### src/rtl/serializer_pkg.sv
// Shared types and defaults for the output serializer: FSM state encoding,
// default transfer width / divider, and a counter-width helper.
package serializer_pkg;

    typedef enum logic [1:0] {
        IDLE  = 2'd0,
        SHIFT = 2'd1,
        LATCH = 2'd2
    } ser_state_t;

    localparam int DEFAULT_WIDTH   = 8;
    localparam int DEFAULT_CLK_DIV = 4;

    // A counter for a range of one still needs a single bit to exist.
    function automatic int cnt_width(input int n);
        return (n > 1) ? $clog2(n) : 1;
    endfunction

endpackage

### src/rtl/serial_tick_gen.sv
// Free-running divider producing a one-cycle half_tick every CLK_DIV cycles;
// clearing it re-aligns the tick phase to the start of a transfer.
module serial_tick_gen
    import serializer_pkg::*;
#(
    parameter int CLK_DIV = DEFAULT_CLK_DIV
) (
    input  logic clk,
    input  logic reset,
    input  logic clear,
    output logic half_tick
);

    localparam int CW = cnt_width(CLK_DIV);
    localparam logic [CW-1:0] LAST = CW'(CLK_DIV - 1);

    logic [CW-1:0] div_cnt;

    always_ff @(posedge clk or negedge reset) begin
        if (!reset) begin
            div_cnt <= '0;
        end else if (clear || div_cnt == LAST) begin
            div_cnt <= '0;
        end else begin
            div_cnt <= div_cnt + 1'b1;
        end
    end

    assign half_tick = !clear && (div_cnt == LAST);

endmodule

### src/rtl/output_serializer.sv
// Shifts a snapshot of the counter value out MSB first on ser_data/ser_clk, then
// strobes ser_latch. Define OUTPUT_SERIALIZER_PARITY_EN to append an even-parity bit.
module output_serializer
    import serializer_pkg::*;
#(
    parameter int WIDTH   = DEFAULT_WIDTH,
    parameter int CLK_DIV = DEFAULT_CLK_DIV
) (
    input  logic             clk,
    input  logic             reset,
    input  logic             ref_clk,
    input  logic [WIDTH-1:0] value,
    output logic             ser_data,
    output logic             ser_clk,
    output logic             ser_latch,
    output logic             busy
);

`ifdef OUTPUT_SERIALIZER_PARITY_EN
    localparam int NBITS = WIDTH + 1;
`else
    localparam int NBITS = WIDTH;
`endif
    localparam int BW = $clog2(NBITS + 1);
    localparam logic [BW-1:0] LAST_BIT = BW'(NBITS - 1);

    ser_state_t       state;
    logic [NBITS-1:0] shreg;
    logic [NBITS-1:0] shifted;
    logic [NBITS-1:0] load_word;
    logic [BW-1:0]    bit_cnt;
    logic             pending;
    logic             start;
    logic             half_tick;

`ifdef OUTPUT_SERIALIZER_PARITY_EN
    assign load_word = {value, ^value};
`else
    assign load_word = value;
`endif

    assign start   = (state == IDLE) && (ref_clk || pending);
    assign shifted = shreg << 1;

    serial_tick_gen #(
        .CLK_DIV(CLK_DIV)
    ) u_tick (
        .clk      (clk),
        .reset    (reset),
        .clear    (start),
        .half_tick(half_tick)
    );

    // Data only moves on the falling half of ser_clk, giving a full half
    // period of setup and hold around every rising edge.
    always_ff @(posedge clk or negedge reset) begin
        if (!reset) begin
            state     <= IDLE;
            shreg     <= '0;
            bit_cnt   <= '0;
            pending   <= 1'b0;
            ser_data  <= 1'b0;
            ser_clk   <= 1'b0;
            ser_latch <= 1'b0;
            busy      <= 1'b0;
        end else begin
            if (state != IDLE && ref_clk) begin
                pending <= 1'b1;
            end
            case (state)
                IDLE: begin
                    if (start) begin
                        shreg    <= load_word;
                        pending  <= 1'b0;
                        bit_cnt  <= '0;
                        ser_data <= load_word[NBITS-1];
                        ser_clk  <= 1'b0;
                        busy     <= 1'b1;
                        state    <= SHIFT;
                    end
                end
                SHIFT: begin
                    if (half_tick) begin
                        if (!ser_clk) begin
                            ser_clk <= 1'b1;
                        end else begin
                            ser_clk <= 1'b0;
                            shreg   <= shifted;
                            bit_cnt <= bit_cnt + 1'b1;
                            if (bit_cnt == LAST_BIT) begin
                                ser_data  <= 1'b0;
                                ser_latch <= 1'b1;
                                state     <= LATCH;
                            end else begin
                                ser_data <= shifted[NBITS-1];
                            end
                        end
                    end
                end
                LATCH: begin
                    if (half_tick) begin
                        ser_latch <= 1'b0;
                        busy      <= 1'b0;
                        state     <= IDLE;
                    end
                end
                default: begin
                    state <= IDLE;
                end
            endcase
        end
    end

endmodule

### config.mk
export PLATFORM = sky130hd
export DESIGN_NAME = output_serializer
export DESIGN_NICKNAME = d
export VERILOG_FILES = /design/src/rtl/serializer_pkg.sv /design/src/rtl/serial_tick_gen.sv /design/src/rtl/output_serializer.sv
export SDC_FILE = /design/constraint.sdc
export NUM_CORES = 1
export LEC_CHECK = 0
export CAP_MARGIN = 0
export CORE_MARGIN = 2
export CORE_UTILIZATION = 55
export CTS_CLUSTER_SIZE = 20
export DETAILED_ROUTE_END_ITERATION = 10
export GPL_ROUTABILITY_DRIVEN = 0
export PLACE_DENSITY = 0.85
export SETUP_SLACK_MARGIN = 0.5
export SLEW_MARGIN = 15
export SYNTH_ARGS = -nofsm -noshare
export SYNTH_HDL_FRONTEND = slang
export SYNTH_SLANG_ARGS = --single-unit
### constraint.sdc
create_clock -name clk -period 3.95 [get_ports clk]
set_input_delay 0.9875 -clock clk [delete_from_list [all_inputs] [get_ports clk]]
set_output_delay 0.9875 -clock clk [all_outputs]
set_load 0.02 [all_outputs]
## Word-level counts from Yosys, hierarchy flattened

Index checks and enable logic that the tools add are counted.

- Output and inout bits: 4
- Input bits: 11
- Logic and storage cells: 70
- Register bits: 20

- Reductions and logical operators: 16
- $add $sub $neg: 2
- Equal/unequal tests: 9
- Multiplexer cells: 34

Operators by type and width:

| kind | number |
|---|---|
| 7-bit two-way mux | 3 |
| 1-bit two-way mux | 15 |
| 7-bit case mux with 2 select lines | 1 |
| 2-bit two-way mux | 6 |
| 4-bit two-way mux | 3 |
| 5-bit AND reduction | 2 |
| 2-bit != test, second input constant | 4 |
| 1-bit case mux with 2 select lines | 4 |
| 4-bit case mux with 2 select lines | 1 |
| 2-bit nonzero test | 4 |
| 2-bit case mux with 3 select lines | 1 |
| 3-bit AND reduction | 2 |
| 4-bit by 1-bit adder with 4-bit output, second input constant | 1 |
| 2-bit == test, second input constant | 2 |
| 4-bit by 3-bit == test with 1-bit output, second input constant | 1 |
| 4-bit AND reduction | 1 |
| 1-bit logical AND | 3 |
| 2-bit by 1-bit adder with 2-bit output, second input constant | 1 |
| 2-bit by 1-bit == test with 1-bit output, second input constant | 1 |
| 2-bit logical NOT | 1 |
| 1-bit logical OR | 2 |
| 2-bit by 1-bit != test with 1-bit output, second input constant | 1 |
| 1-bit logical NOT | 1 |

## Depth between registers and ports, before layout

- Word-level depth: 6
- Mapped depth: 5
- Depth with buffers taken out: 4

## Cells and area by module

A second synthesis with hierarchy kept.

- Cells, all modules: 82
- Area total of the unflattened synthesis: 975.9 um^2

By module, submodules not included:

| module | cells an instance | area each (um^2) | sequential area each (um^2) | times used |
|---|---|---|---|---|
| output_serializer | 76 | 889.6 | 450.4 | 1 |
| serial_tick_gen | 6 | 86.3 | 50.0 | 1 |

## Least setup slack after synthesis

No wires, ideal clock.

- Path kind: input port to flip-flop
- Start: input port ref_clk
- End: register shreg[1]
- Stages: 3
- Path buffers: 0
- Setup time: 125 ps
- Arrival: 1,784 ps
- Path slack: 2,041 ps
- Data required time: 3,825 ps
- Path through: nor3_1 a211oi_4 mux2_2

- Longest elaborated chain between the ends: 6
- Elaborated cells on any way between the ends: 7
- Those cells by class: eq/ne: 2; reduce/logical: 5

Ends and longest elaborated chain:

| element | RTL line | RTL |
|---|---|---|
| start: declaration | output_serializer.sv:11 | `input logic ref_clk,` |
| 1-bit logical OR (*) | output_serializer.sv:42 | `assign start = (state == IDLE) && (ref_clk \|\| pending);` |
| 1-bit logical AND (*) | output_serializer.sv:42 |  |
| 1-bit logical NOT | serial_tick_gen.sv:29 | `assign half_tick = !clear && (div_cnt == LAST);` |
| 1-bit logical AND | serial_tick_gen.sv:29 |  |
| 2-bit != test (no source line) | - |  |
| 4-bit AND reduction (no source line) (*) | - |  |
| end signal: assignment | output_serializer.sv:73 | `shreg <= load_word;` |
| end signal: assignment | output_serializer.sv:88 | `shreg <= shifted;` |
| end: declaration | output_serializer.sv:28 | `logic [NBITS-1:0] shreg;` |

Mark *: on every way between the ends. The rest lies on a longest branch, timed or not.
A chain may end at the register's enable or synchronous reset.

## Worst setup path after layout

- Start: register ser_clk
- End: output port ser_clk

RTL lines:

| element | RTL line | RTL |
|---|---|---|
| start: declaration | output_serializer.sv:14 | `output logic ser_clk,` |
| start signal: assignment | output_serializer.sv:63 | `ser_clk <= 1'b0;` |
| start signal: assignment | output_serializer.sv:77 | `ser_clk <= 1'b0;` |
| start signal: assignment | output_serializer.sv:85 | `ser_clk <= 1'b1;` |

No word-level cell between the ends.

==> impl_metrics.json <==
{
  "status": "finished, final reports clean",
  "grt_max_degree": 21,
  "grt_pass1_vias": 583,
  "path_cells": "clkdlybuf4s50_1",
  "hold_path.class": "reg2reg",
  "hold_path_end": "u_tick.div_cnt[0]$_DFF_PN0_",
  "ios": 15,
  "place_ws_ns": 1.38,
  "finalSetupViolCount": 0,
  "antenna_found_initial": 0,
  "layout.nets": 106,
  "drv_slew": 0,
  "grtUsageMet3_pct": 7.14,
  "reg2reg_slack_ns": 1.95,
  "critPathKind": "reg2out",
  "syn_area_per_cell_sq_um": 12.3,
  "rsz0062_at_grt": "false",
  "clk_pin_slew_ns": 0.09,
  "cts-resized-gates": 0,
  "routed_wl_microns": 1520,
  "ant_nets": 0,
  "synth_simple_gate_area_share_pct": 13.2,
  "h-tree-depth": 1,
  "cts_tree": "yes",
  "rr_startpoint": "state[0]$_DFFE_PN0P_",
  "yosysSeqAreaShare_pct": 52.9,
  "dpl.hpwl_microns": 1130,
  "slowest_delay_ns": 0.64,
  "power_frac_comb_pct": 42.0,
  "antenna_cells": 0,
  "syn-cell-area_sq_um": 946,
  "start_kind": "register",
  "seqPwrFrac_pct": 46.1,
  "placementRows": 14,
  "setup_slack_ns": 1.59,
  "r2r_cells": 3,
  "vias_per_cell": 5.81,
  "yosysUniqueCellTypes": 26,
  "syn2layout_area_growth_pct": 17.5,
  "power.density_nw_per_um2": 671,
  "cp.arrival_ns": 1.37,
  "fin_crit_sh_pct": 59.8,
  "ctsHoldBuffers": 0,
  "clk-insertion-delay-late_ns": 0.29,
  "die_x_microns": 45.5,
  "fin_cells": 107,
  "critical-path-slowest-cell": "clkdlybuf4s50_1",
  "synth-compound-area-share_pct": 11.1,
  "wire_per_inst_microns": 14.2,
  "drc": 0,
  "postCtsSetupRepairBufs": 0,
  "max_freq_mhz": 424,
  "port_buffers": 14,
  "die_y_microns": 45.5,
  "finalHoldViolCount": 0,
  "grt-busiest-layer": "met2",
  "crit_family": "buffers and inverters",
  "die_area_sq_um": 2070,
  "cp-end-kind": "output pin",
  "p_sw_mw": 0.248,
  "use_met1_pct": 24.0,
  "ys_warn_count": 0,
  "async_flop_share_pct": 100,
  "crit_required_ns": 2.96,
  "synth_fp_nets": 90,
  "hold_depth": 1,
  "drive_gt1_share_pct": 20.9,
  "sw_frac_of_total_pct": 33.3,
  "min_period_ns": 2.36,
  "syn_inst": 77,
  "synthTopCellsByArea": "dfrtp_1, mux2_2, mux2i_1",
  "tightest_slew_ns": 0.867,
  "cp_num_buf_inv": 1,
  "cts-root-buf": "clkbuf_4",
  "path_max_fanout": 5,
  "synth_edf_count": 0,
  "synth_adder_area_share_pct": 2.65,
  "min_from": "u_tick.div_cnt[0]$_DFF_PN0_",
  "worstSetupStartpoint": "ser_clk$_DFFE_PN0P_",
  "synth_top_area_cell": "dfrtp_1",
  "use_met2_pct": 27.0,
  "synthMuxAreaShare_pct": 17.5,
  "p_int_mw": 0.497,
  "yosysMostFrequentCell": "dfrtp_1",
  "yosysTopAreaCellShare_pct": 52.9,
  "drt-pass1-iter-count": 2,
  "fillCellCount": 110,
  "drt_iter0_markers": 1,
  "dp_cells": 104,
  "max-cap-violations": 0,
  "clock_path_buffers": 2,
  "slew_headroom_pct": 42.0,
  "netlist_top_cells_count": "dfrtp_1, mux2_2, nand2_1, o21ai_0",
  "cts_inserted_buffers": 3,
  "synth-main-ff-cell": "dfrtp_1",
  "core-area_sq_um": 1560,
  "crit_cells": 1,
  "clock_power_share_pct": 11.9,
  "grt-ovfl-total": 0,
  "final.setup.tns_ns": 0,
  "yosys.area_share.xor_xnor_pct": 0,
  "final.setup_skew_ns": 0.000988,
  "ys_ff_latch": 20,
  "grt_usage_pct": 18.2,
  "p_leak_nw": 0.473,
  "r2r_end": "shreg[5]$_DFFE_PN0P_",
  "cts_sinks": 20,
  "worst_ir_drop_vdd_v": 0.000335,
  "holdWs_ns": 0.440,
  "grt_pass1_wl_microns": 2580,
  "start_util_pct": 60.7,
  "dr_total_vias": 622,
  "synth_top_family_by_area": "multiplexers"
}
[power groups by stage]
stage / logic (mW) / registers (mW) / clock network [mW]
5_1_grt: 0.350 / 0.353 / 0.0999
3_3_place_gp: 0.305 / 0.343 / 0
6_report: 0.313 / 0.343 / 0.0890
4_1_cts: 0.318 / 0.343 / 0.0940
3_5_place_dp: 0.319 / 0.345 / 0
2_1_floorplan: 0.234 / 0.343 / 0
[through the flow]
stage                     total power [mW]  cell area [sq um]  util, %
after floorplan                      0.577                946        -
after global placement               0.648               1090     69.8
after detailed placement             0.664               1090     69.8
after CTS                            0.756               1110     71.3
after global routing                 0.803               1110     71.3
final                                0.745               1110     71.3
[cell type report]
cell class | count | area (sq um) | area share (%)
sequential | 20 | 500 | 45.0
multi-input combinational | 52 | 420 | 37.8
timing repair buffer | 14 | 140 | 12.6
clock buffer | 3 | 22.5 | 2.03
tap | 16 | 20.0 | 1.80
inverter | 2 | 7.51 | 0.676
[cell families after synthesis]
family,after synthesis
buf+inv,5
compound gates,13
flops,20
fa+ha+maj,2
simple gates,22
mux,15
[cell usage in the layout (no fill, tap or decap)]
master,n
dfrtp_1,20
clkdlybuf4s50_1,14
mux2_2,12
nand2_1,5
o21ai_0,4
nor2_1,3
nor3_1,3
mux2i_1,3
clkbuf_4,3
nor3b_1,2
nor2b_1,2
nand3b_1,2
a21oi_1,2
a221o_1,2
inv_1,2
ha_1,2
nand2_2,1
a211oi_4,1
a211o_2,1
a22o_1,1
nand4b_1,1
and4b_2,1
o31ai_1,1
o32ai_1,1
nand3_1,1
or3_1,1
[flip-flops by register name (all words and copies together), names as in the netlist]
| signal | cells |
|---|---|
| u_tick.div_cnt | 2 |
| ser_data | 1 |
| bit_cnt | 4 |
| pending | 1 |
| shreg | 7 |
| ser_latch | 1 |
| ser_clk | 1 |
| state | 2 |
| busy | 1 |
[routing by layer]
layer	up-vias	share of wire, %
met3	4	4.4
met4	0	1.7
met1	297	47
met2	11	47
met5	-	0
li1	310	-
[worst max path at each step]
stage,end,slack [ns]
2_1_floorplan,shreg[1]$_DFFE_PN0P_,2.04
3_3_place_gp,shreg[2]$_DFFE_PN0P_,1.43
3_5_place_dp,shreg[3]$_DFFE_PN0P_,1.38
4_1_cts,ser_clk,1.58
5_1_grt,ser_clk,1.54
6_report,ser_clk,1.59
No activity file was read; power rests on OpenSTA's default activity.
